### src/rtl/servant_pkg.sv
// Shared definitions for the servant RAM loader.
//   state_t  : loader FSM states
//   lanemask : expands a 4-bit Wishbone byte-select into a 32-bit bit mask
package servant_pkg;

    typedef enum logic [2:0] {
        IDLE,
        FILL,
        GAP,
        WRITE,
        READ,
        DONE
    } state_t;

    function automatic logic [31:0] lanemask(input logic [3:0] sel);
        return {{8{sel[3]}}, {8{sel[2]}}, {8{sel[1]}}, {8{sel[0]}}};
    endfunction

endpackage

### src/rtl/servant_wb_loader_if.sv
// Wishbone bus between the loader (master) and the RAM port / arbiter (slave).
//   adr : word address [aw-1:2]
//   dat : write data
//   sel : byte lanes
//   we  : write enable
//   cyc : cycle/strobe
//   rdt : read data, valid while ack is high
//   ack : single-cycle acknowledge
interface servant_wb_loader_if #(
    parameter int aw = 8
);
    logic [aw-1:2] adr;
    logic [31:0]   dat;
    logic [3:0]    sel;
    logic          we;
    logic          cyc;
    logic [31:0]   rdt;
    logic          ack;

    modport master (output adr, dat, sel, we, cyc, input rdt, ack);
    modport slave  (input adr, dat, sel, we, cyc, output rdt, ack);
endinterface

### src/rtl/servant_wb_packer.sv
// Byte-to-word packer for the RAM loader.
// Accepted bytes land little-endian in lane[cnt] with the matching select bit
// set; the word and its select stay stable until i_clear.
//   i_wb_clk, i_wb_rst_n : clock, asynchronous active-low reset
//   i_clear              : empty the word (cnt, lanes, sel, last flag)
//   i_accept             : a byte is taken this cycle
//   i_data, i_last       : byte and end-of-stream marker
//   o_word_valid         : the byte taken now completes the word (4th or last)
//   o_dat, o_sel, o_last : assembled word, lane selects, word holds last byte
module servant_wb_packer (
    input  logic        i_wb_clk,
    input  logic        i_wb_rst_n,
    input  logic        i_clear,
    input  logic        i_accept,
    input  logic [7:0]  i_data,
    input  logic        i_last,
    output logic        o_word_valid,
    output logic [31:0] o_dat,
    output logic [3:0]  o_sel,
    output logic        o_last
);

    logic [1:0] cnt;

    // Combinational so the FSM can leave FILL on the same edge the byte lands.
    assign o_word_valid = i_accept && (cnt == 2'd3 || i_last);

    always_ff @(posedge i_wb_clk or negedge i_wb_rst_n) begin
        if (!i_wb_rst_n) begin
            cnt    <= 2'd0;
            o_dat  <= 32'd0;
            o_sel  <= 4'd0;
            o_last <= 1'b0;
        end else if (i_clear) begin
            cnt    <= 2'd0;
            o_dat  <= 32'd0;
            o_sel  <= 4'd0;
            o_last <= 1'b0;
        end else if (i_accept) begin
            o_dat[{cnt, 3'b000} +: 8] <= i_data;
            o_sel[cnt]                <= 1'b1;
            o_last                    <= i_last;
            cnt                       <= cnt + 2'd1;
        end
    end

endmodule

### src/rtl/servant_wb_loader.sv
// Wishbone initiator that fills the servant RAM from a byte stream.
// Bytes are packed little-endian into words, each word is written at
// consecutive addresses starting at BASE, and optionally read back and
// compared. A cyc-low cycle always separates consecutive bus cycles.
//   i_wb_clk, i_wb_rst_n : clock, asynchronous active-low reset
//   i_start              : begin a load from BASE (ignored while busy)
//   i_valid/i_data/i_last, o_ready : byte stream handshake
//   o_busy               : any state other than IDLE and DONE
//   o_done               : load finished, held until the next i_start
//   o_err                : sticky verify-mismatch / ack-timeout flag
//   wb                   : Wishbone master port
module servant_wb_loader
    import servant_pkg::*;
#(
    parameter int depth   = 256,
    parameter int aw      = $clog2(depth),
    parameter int BASE    = 0,
    parameter int VERIFY  = 1,
    parameter int TIMEOUT = 15
) (
    input  logic       i_wb_clk,
    input  logic       i_wb_rst_n,
    input  logic       i_start,
    input  logic       i_valid,
    input  logic [7:0] i_data,
    input  logic       i_last,
    output logic       o_ready,
    output logic       o_busy,
    output logic       o_done,
    output logic       o_err,
    servant_wb_loader_if.master wb
);

    localparam int            TW       = $clog2(TIMEOUT + 1);
    localparam logic [TW-1:0] TMO_LAST = TW'(TIMEOUT - 1);
    localparam logic [aw-1:0] BASE_B   = aw'(BASE);
    localparam logic [aw-1:2] BASE_W   = BASE_B[aw-1:2];

    state_t          state;
    logic [aw-1:2]   adr;
    logic            cyc;
    logic            we;
    logic            rd_phase;
    logic [TW-1:0]   tmo;

    logic            pk_accept;
    logic            pk_clear;
    logic            pk_word_valid;
    logic [31:0]     pk_dat;
    logic [3:0]      pk_sel;
    logic            pk_last;

    logic            start_ok;
    logic            word_fin;
    logic            mismatch;

    always_comb begin
        start_ok  = i_start && (state == IDLE || state == DONE);
        // Last bus cycle of a word: the write when not verifying, else the read.
        word_fin  = wb.ack && ((state == WRITE && VERIFY == 0) || state == READ);
        // Empty the packer on exactly the edges that move the FSM into FILL.
        pk_clear  = start_ok || (word_fin && !pk_last);
        pk_accept = i_valid && o_ready;
        mismatch  = (wb.rdt & lanemask(pk_sel)) != (pk_dat & lanemask(pk_sel));
    end

    servant_wb_packer u_packer (
        .i_wb_clk     (i_wb_clk),
        .i_wb_rst_n   (i_wb_rst_n),
        .i_clear      (pk_clear),
        .i_accept     (pk_accept),
        .i_data       (i_data),
        .i_last       (i_last),
        .o_word_valid (pk_word_valid),
        .o_dat        (pk_dat),
        .o_sel        (pk_sel),
        .o_last       (pk_last)
    );

    always_ff @(posedge i_wb_clk or negedge i_wb_rst_n) begin
        if (!i_wb_rst_n) begin
            state    <= IDLE;
            adr      <= '0;
            cyc      <= 1'b0;
            we       <= 1'b0;
            rd_phase <= 1'b0;
            tmo      <= '0;
            o_ready  <= 1'b0;
            o_busy   <= 1'b0;
            o_done   <= 1'b0;
            o_err    <= 1'b0;
        end else begin
            case (state)
                IDLE, DONE: begin
                    if (start_ok) begin
                        state   <= FILL;
                        adr     <= BASE_W;
                        o_ready <= 1'b1;
                        o_busy  <= 1'b1;
                        o_done  <= 1'b0;
                        o_err   <= 1'b0;
                    end
                end
                FILL: begin
                    if (pk_word_valid) begin
                        state    <= GAP;
                        o_ready  <= 1'b0;
                        rd_phase <= 1'b0;
                    end
                end
                GAP: begin
                    // Timeout counter restarts with every cyc rise.
                    state <= rd_phase ? READ : WRITE;
                    cyc   <= 1'b1;
                    we    <= !rd_phase;
                    tmo   <= '0;
                end
                WRITE, READ: begin
                    if (wb.ack) begin
                        cyc <= 1'b0;
                        we  <= 1'b0;
                        if (state == READ && mismatch) begin
                            o_err <= 1'b1;
                        end
                        if (state == WRITE && VERIFY != 0) begin
                            state    <= GAP;
                            rd_phase <= 1'b1;
                        end else if (pk_last) begin
                            state  <= DONE;
                            o_done <= 1'b1;
                            o_busy <= 1'b0;
                        end else begin
                            state   <= FILL;
                            adr     <= adr + 1'b1;
                            o_ready <= 1'b1;
                        end
                    end else if (tmo == TMO_LAST) begin
                        // Abandon the load; the rest of the stream stays with the source.
                        cyc    <= 1'b0;
                        we     <= 1'b0;
                        o_err  <= 1'b1;
                        o_done <= 1'b1;
                        o_busy <= 1'b0;
                        state  <= DONE;
                    end else begin
                        tmo <= tmo + 1'b1;
                    end
                end
                default: state <= IDLE;
            endcase
        end
    end

    assign wb.adr = adr;
    assign wb.cyc = cyc;
    assign wb.we  = we;
    assign wb.sel = pk_sel;
    assign wb.dat = pk_dat;

endmodule

### src/flat_wrapper.sv
// flat-port wrapper written by rule: the top's interface ports become plain ports
module servant_wb_loader_flat import servant_pkg::*;
#(
    parameter int depth   = 256,
    parameter int aw      = $clog2(depth),
    parameter int BASE    = 0,
    parameter int VERIFY  = 1,
    parameter int TIMEOUT = 15
)
  (i_wb_clk, i_wb_rst_n, i_start, i_valid, i_data, i_last, o_ready, o_busy, o_done, o_err, wb_adr, wb_dat, wb_sel, wb_we, wb_cyc, wb_rdt, wb_ack);
  servant_wb_loader_if #(.aw(aw)) wb_i ();
  input  logic i_wb_clk;
  input  logic i_wb_rst_n;
  input  logic i_start;
  input  logic i_valid;
  input  logic [7:0] i_data;
  input  logic i_last;
  output logic o_ready;
  output logic o_busy;
  output logic o_done;
  output logic o_err;
  output wire logic [$bits(wb_i.adr)-1:0] wb_adr;
  output wire logic [$bits(wb_i.dat)-1:0] wb_dat;
  output wire logic [$bits(wb_i.sel)-1:0] wb_sel;
  output wire logic [$bits(wb_i.we)-1:0] wb_we;
  output wire logic [$bits(wb_i.cyc)-1:0] wb_cyc;
  input wire logic [$bits(wb_i.rdt)-1:0] wb_rdt;
  input wire logic [$bits(wb_i.ack)-1:0] wb_ack;
  assign wb_adr = wb_i.adr;
  assign wb_dat = wb_i.dat;
  assign wb_sel = wb_i.sel;
  assign wb_we = wb_i.we;
  assign wb_cyc = wb_i.cyc;
  assign wb_i.rdt = wb_rdt;
  assign wb_i.ack = wb_ack;
  servant_wb_loader #(.depth(depth), .aw(aw), .BASE(BASE), .VERIFY(VERIFY), .TIMEOUT(TIMEOUT)) u_core (.i_wb_clk(i_wb_clk), .i_wb_rst_n(i_wb_rst_n), .i_start(i_start), .i_valid(i_valid), .i_data(i_data), .i_last(i_last), .o_ready(o_ready), .o_busy(o_busy), .o_done(o_done), .o_err(o_err), .wb(wb_i));
endmodule
### config.mk
export PLATFORM = sky130hd
export DESIGN_NAME = servant_wb_loader_flat
export DESIGN_NICKNAME = d
export VERILOG_FILES = /design/src/rtl/servant_pkg.sv /design/src/rtl/servant_wb_loader_if.sv /design/src/rtl/servant_wb_packer.sv /design/src/rtl/servant_wb_loader.sv /design/src/flat_wrapper.sv
export SDC_FILE = /design/constraint.sdc
export NUM_CORES = 1
export LEC_CHECK = 0
export ABC_AREA = 1
export CORE_MARGIN = 1.5
export CORE_UTILIZATION = 50
export CTS_CLUSTER_DIAMETER = 150
export CTS_CLUSTER_SIZE = 16
export DETAILED_ROUTE_END_ITERATION = 8
export GPL_TIMING_DRIVEN = 0
export PLACE_DENSITY = 0.77
export SETUP_SLACK_MARGIN = 0.05
export SLEW_MARGIN = 20
export SYNTH_ARGS = -nofsm -noshare
export SYNTH_HDL_FRONTEND = slang
export SYNTH_SLANG_ARGS = --single-unit
export TNS_END_PERCENT = 100
### constraint.sdc
create_clock -name i_wb_clk -period 1.9 [get_ports i_wb_clk]
set_clock_uncertainty 0.1 [all_clocks]
set_input_delay 0.285 -clock i_wb_clk [delete_from_list [all_inputs] [get_ports i_wb_clk]]
set_output_delay 0.285 -clock i_wb_clk [all_outputs]
set_load 0.005 [all_outputs]
==> impl_metrics.env <==
export IMPL_status="complete, no violations"
export IMPL_grt_usage=0.2499
export IMPL_r2r_end="u_core.o_busy"
export IMPL_slowest_delay_ns=0.41
export IMPL_clockBufferDepth=2
export IMPL_first_iter_violations=247
export IMPL_slew_violations=0
export IMPL_numPortBuffers=93
export IMPL_yosys_register_bits=59
export IMPL_fillers=608
export IMPL_path_clk_slew_ns=0.07
export IMPL_antenna_left=0
export IMPL_netlist_area_um2=3694
export IMPL_dieWidth_um=88.95
export IMPL_antenna_found_initial=0
export IMPL_path_buf_inv=3
export IMPL_seqPwrFrac=0.300
export IMPL_grt_max_degree=60
export IMPL_routabilityCongestion=0.8816
export IMPL_grt_pass1_vias=3424
export IMPL_hp_class="in -> async"
export IMPL_dp_slack_ns=-0.2546
export IMPL_path_delay_family="simple AND/OR/NAND/NOR gates"
export IMPL_syn_to_final_growth_pct=39.06
export IMPL_synth_edff_count=0
export IMPL_yosysMostFrequentCell="inv_1"
export IMPL_placed_area_um2=4773
export IMPL_slew_headroom=0.7231
export IMPL_p_sw_frac=0.4312
export IMPL_via_per_inst=5.165
export IMPL_rows=31
export IMPL_die_area_um2=7912
export IMPL_synthesis_nets=551
export IMPL_yosys_area_top_type="dfrtp_1"
export IMPL_drv_cap=0
export IMPL_fin_crit_ns=1.775
export IMPL_hold_viol_final=0
export IMPL_critPathRequiredTime_ns=2.02
export IMPL_cpMostUsedCell="inv_2"
export IMPL_p_switching_mw=2.762
export IMPL_final_cell_area_um2=5136
export IMPL_leakagePower_nw=2.430
export IMPL_fin_nets=664
export IMPL_cp_slowest_cell="dfrtp_1"
export IMPL_cp_max_fo=6
export IMPL_cts_sinks=59
export IMPL_drt_first_pass_iters=4
export IMPL_drive_above_1_share=0.1438
export IMPL_fin_crit_sh=0.9344
export IMPL_internal_power_mw=3.644
export IMPL_ys_flop_type="dfrtp_1"
export IMPL_p_comb_frac=0.541
export IMPL_gr_total_overflow=0
export IMPL_rr_worst_depth=10
export IMPL_async_flop_share=1.000
export IMPL_crit_cells=10
export IMPL_fmax_mhz=563.3
export IMPL_cp_end_kind="register"
export IMPL_antenna_cells=0
export IMPL_syn_inst=494
export IMPL_setup_violations=0
export IMPL_initial_utilization=0.5120
export IMPL_holdWs_ns=0.3591
export IMPL_p_total_mw=6.406
export IMPL_htree_levels=3
export IMPL_setup_worst_path_start="u_core.state[2]"
export IMPL_fin_util=0.7119
export IMPL_seq_area_frac_synth=0.3997
export IMPL_fp_dieH_um=88.95
export IMPL_cts_tree="built"
export IMPL_crit_reg2reg_launch="u_core.state[2]"
export IMPL_rsz0062_at_grt="true"
export IMPL_synth_common_cells="inv_1, nand2_1, nand3_1"
export IMPL_start_kind="register"
export IMPL_clock_tree_root_cell="clkbuf_8"
export IMPL_layout_setup_ws_ns=0.1246
export IMPL_wl_um=9706
export IMPL_ys_warn_count=0
export IMPL_pwr_share_clk=0.159
export IMPL_wl_per_cell_um=13.65
export IMPL_coreArea_um2=7214
export IMPL_num_vias=3672
export IMPL_grt_pass1_wl_um=15340
export IMPL_cp_arrival_ns=1.90
export IMPL_yosysUniqueCellTypes=37
export IMPL_path_cells="inv_2 -> nor3_4 -> buf_4 -> nor2_2 -> inv_2 -> nand3_4 -> nand3_2 -> nor3_2 -> nand2_1 -> o21a_1"
export IMPL_hpwl_um=7094
export IMPL_synth_area_leaders="dfrtp_1, inv_1, nand3_1, nand2_1, nor2_1"
export IMPL_drc=0
export IMPL_rrSetupSlack_ns=0.12
export IMPL_io_pin_count=94
export IMPL_crit_end="u_core.o_busy"
export IMPL_p_per_area_nw_per_um2=1247
export IMPL_clk_insertion_delay_late_ns=0.34
export IMPL_path_class="reg -> reg"
export IMPL_irDropWorstVdd_uv=784.1
export IMPL_numCtsBuffers=9
export IMPL_tightest_slew_ns=0.4111
export IMPL_post_synth_cell_area_avg_um2=7.477
export IMPL_yosysTopAreaCellShare=0.3997
-- layout by cell type, fill, tap and decap left out, drive strengths merged --
cell / synthesis / routed
ha: 11 / 11
clkdlybuf4s50: 0 / 92
and3: 1 / 1
a22oi: 16 / 16
xor2: 2 / 2
dlygate4sd3: 0 / 1
inv: 99 / 100
o21ai: 22 / 22
a31oi: 9 / 9
nand2: 89 / 89
o21a: 1 / 1
o22ai: 1 / 1
nand4: 7 / 7
clkinv: 1 / 2
nor2: 54 / 54
nand3: 71 / 71
o21bai: 1 / 1
clkbuf: 1 / 16
dfrtp: 59 / 59
nand3b: 12 / 12
a211oi: 8 / 8
nor3: 6 / 6
buf: 13 / 21
a21oi: 10 / 10
-- through the flow --
step,instances,TNS (ns)
6_report,711,0
3_3_place_gp,686,-84.65
4_1_cts,705,0
2_1_floorplan,494,0
5_1_grt,711,-0.05174
3_5_place_dp,687,-4.831
-- registers in the layout, summed over array words and instances (netlist names), 2 cells and up --
signal                 count
u_core.wb.adr              6
u_core.u_packer.o_dat     32
u_core.u_packer.cnt        2
u_core.state               3
u_core.u_packer.o_sel      4
u_core.tmo                 4
-- area by class of cell --
type | count | area [um^2] | share of cell area
Buffer | 14 | 112.6 | 0.02192
Clock buffer | 14 | 162.7 | 0.03167
Multi-Input combinational cell | 321 | 1846 | 0.3593
Clock inverter | 2 | 10.01 | 0.001949
Tap cell | 99 | 123.9 | 0.02412
Timing Repair Buffer | 102 | 1022 | 0.1990
Inverter | 100 | 377.9 | 0.07357
Sequential cell | 59 | 1481 | 0.2884
-- worst reg2reg max path, cell delays in order, from the launching register on --
cell and delay (ns):
dfrtp_1 0.41, inv_2 0.11, nor3_4 0.06, buf_4 0.14, nor2_2 0.14, inv_2 0.11
nand3_4 0.11, nand3_2 0.11, nor3_2 0.18, nand2_1 0.09, o21a_1 0.11
-- logic make-up (layout without fill, tap and decap cells) --
| logic type | after synthesis | after routing | share of synthesized area |
|---|---|---|---|
| buffers and inverters | 114 | 232 | 0.1226 |
| adder cells (fa/ha/maj) | 11 | 11 | 0.03726 |
| flip-flops | 59 | 59 | 0.3997 |
| XOR/XNOR | 2 | 2 | 0.004743 |
| AO/OA/AOI/OAI | 68 | 68 | 0.1182 |
| AND/OR/NAND/NOR | 240 | 240 | 0.3174 |
-- power groups by stage --
stage / Sequential [mW] / Combinational (mW) / Clock, mW
final: 1.92 / 3.46 / 1.02
after global routing: 1.96 / 3.88 / 1.10
after CTS: 1.90 / 3.17 / 1.03
after detailed placement: 1.94 / 3.07 / 0
after global placement: 1.93 / 2.97 / 0
after floorplan: 1.90 / 1.95 / 0
-- worst min path at each step --
stage,from,to,depth (start not counted)
after CTS,i_wb_rst_n,u_core.tmo[3],3
after global routing,i_wb_rst_n,u_core.wb.cyc,3
after detailed placement,i_wb_rst_n,u_core.tmo[3],2
final,i_wb_rst_n,u_core.wb.cyc,3
after global placement,u_core.wb.we,u_core.wb.we,2
after floorplan,i_wb_rst_n,u_core.o_busy,0
-- per-layer routing --
layer / track usage / vias up / share of wire
li1: - / 1830 / -
met1: 0.3224 / 1701 / 0.44
met2: 0.4270 / 120 / 0.50
met3: 0.04063 / 21 / 0.051
met4: 0.09091 / 0 / 0.019
met5: 0 / - / 0
-- timing repair --
action	CTS	global route
setup endpoints to repair	27	32
hold buffers	1	0
pin swaps	0	12
buffers inserted	1	6
gates resized for setup	7	42
hold endpoints to repair	59	0
(Power assumes the default switching activity.)
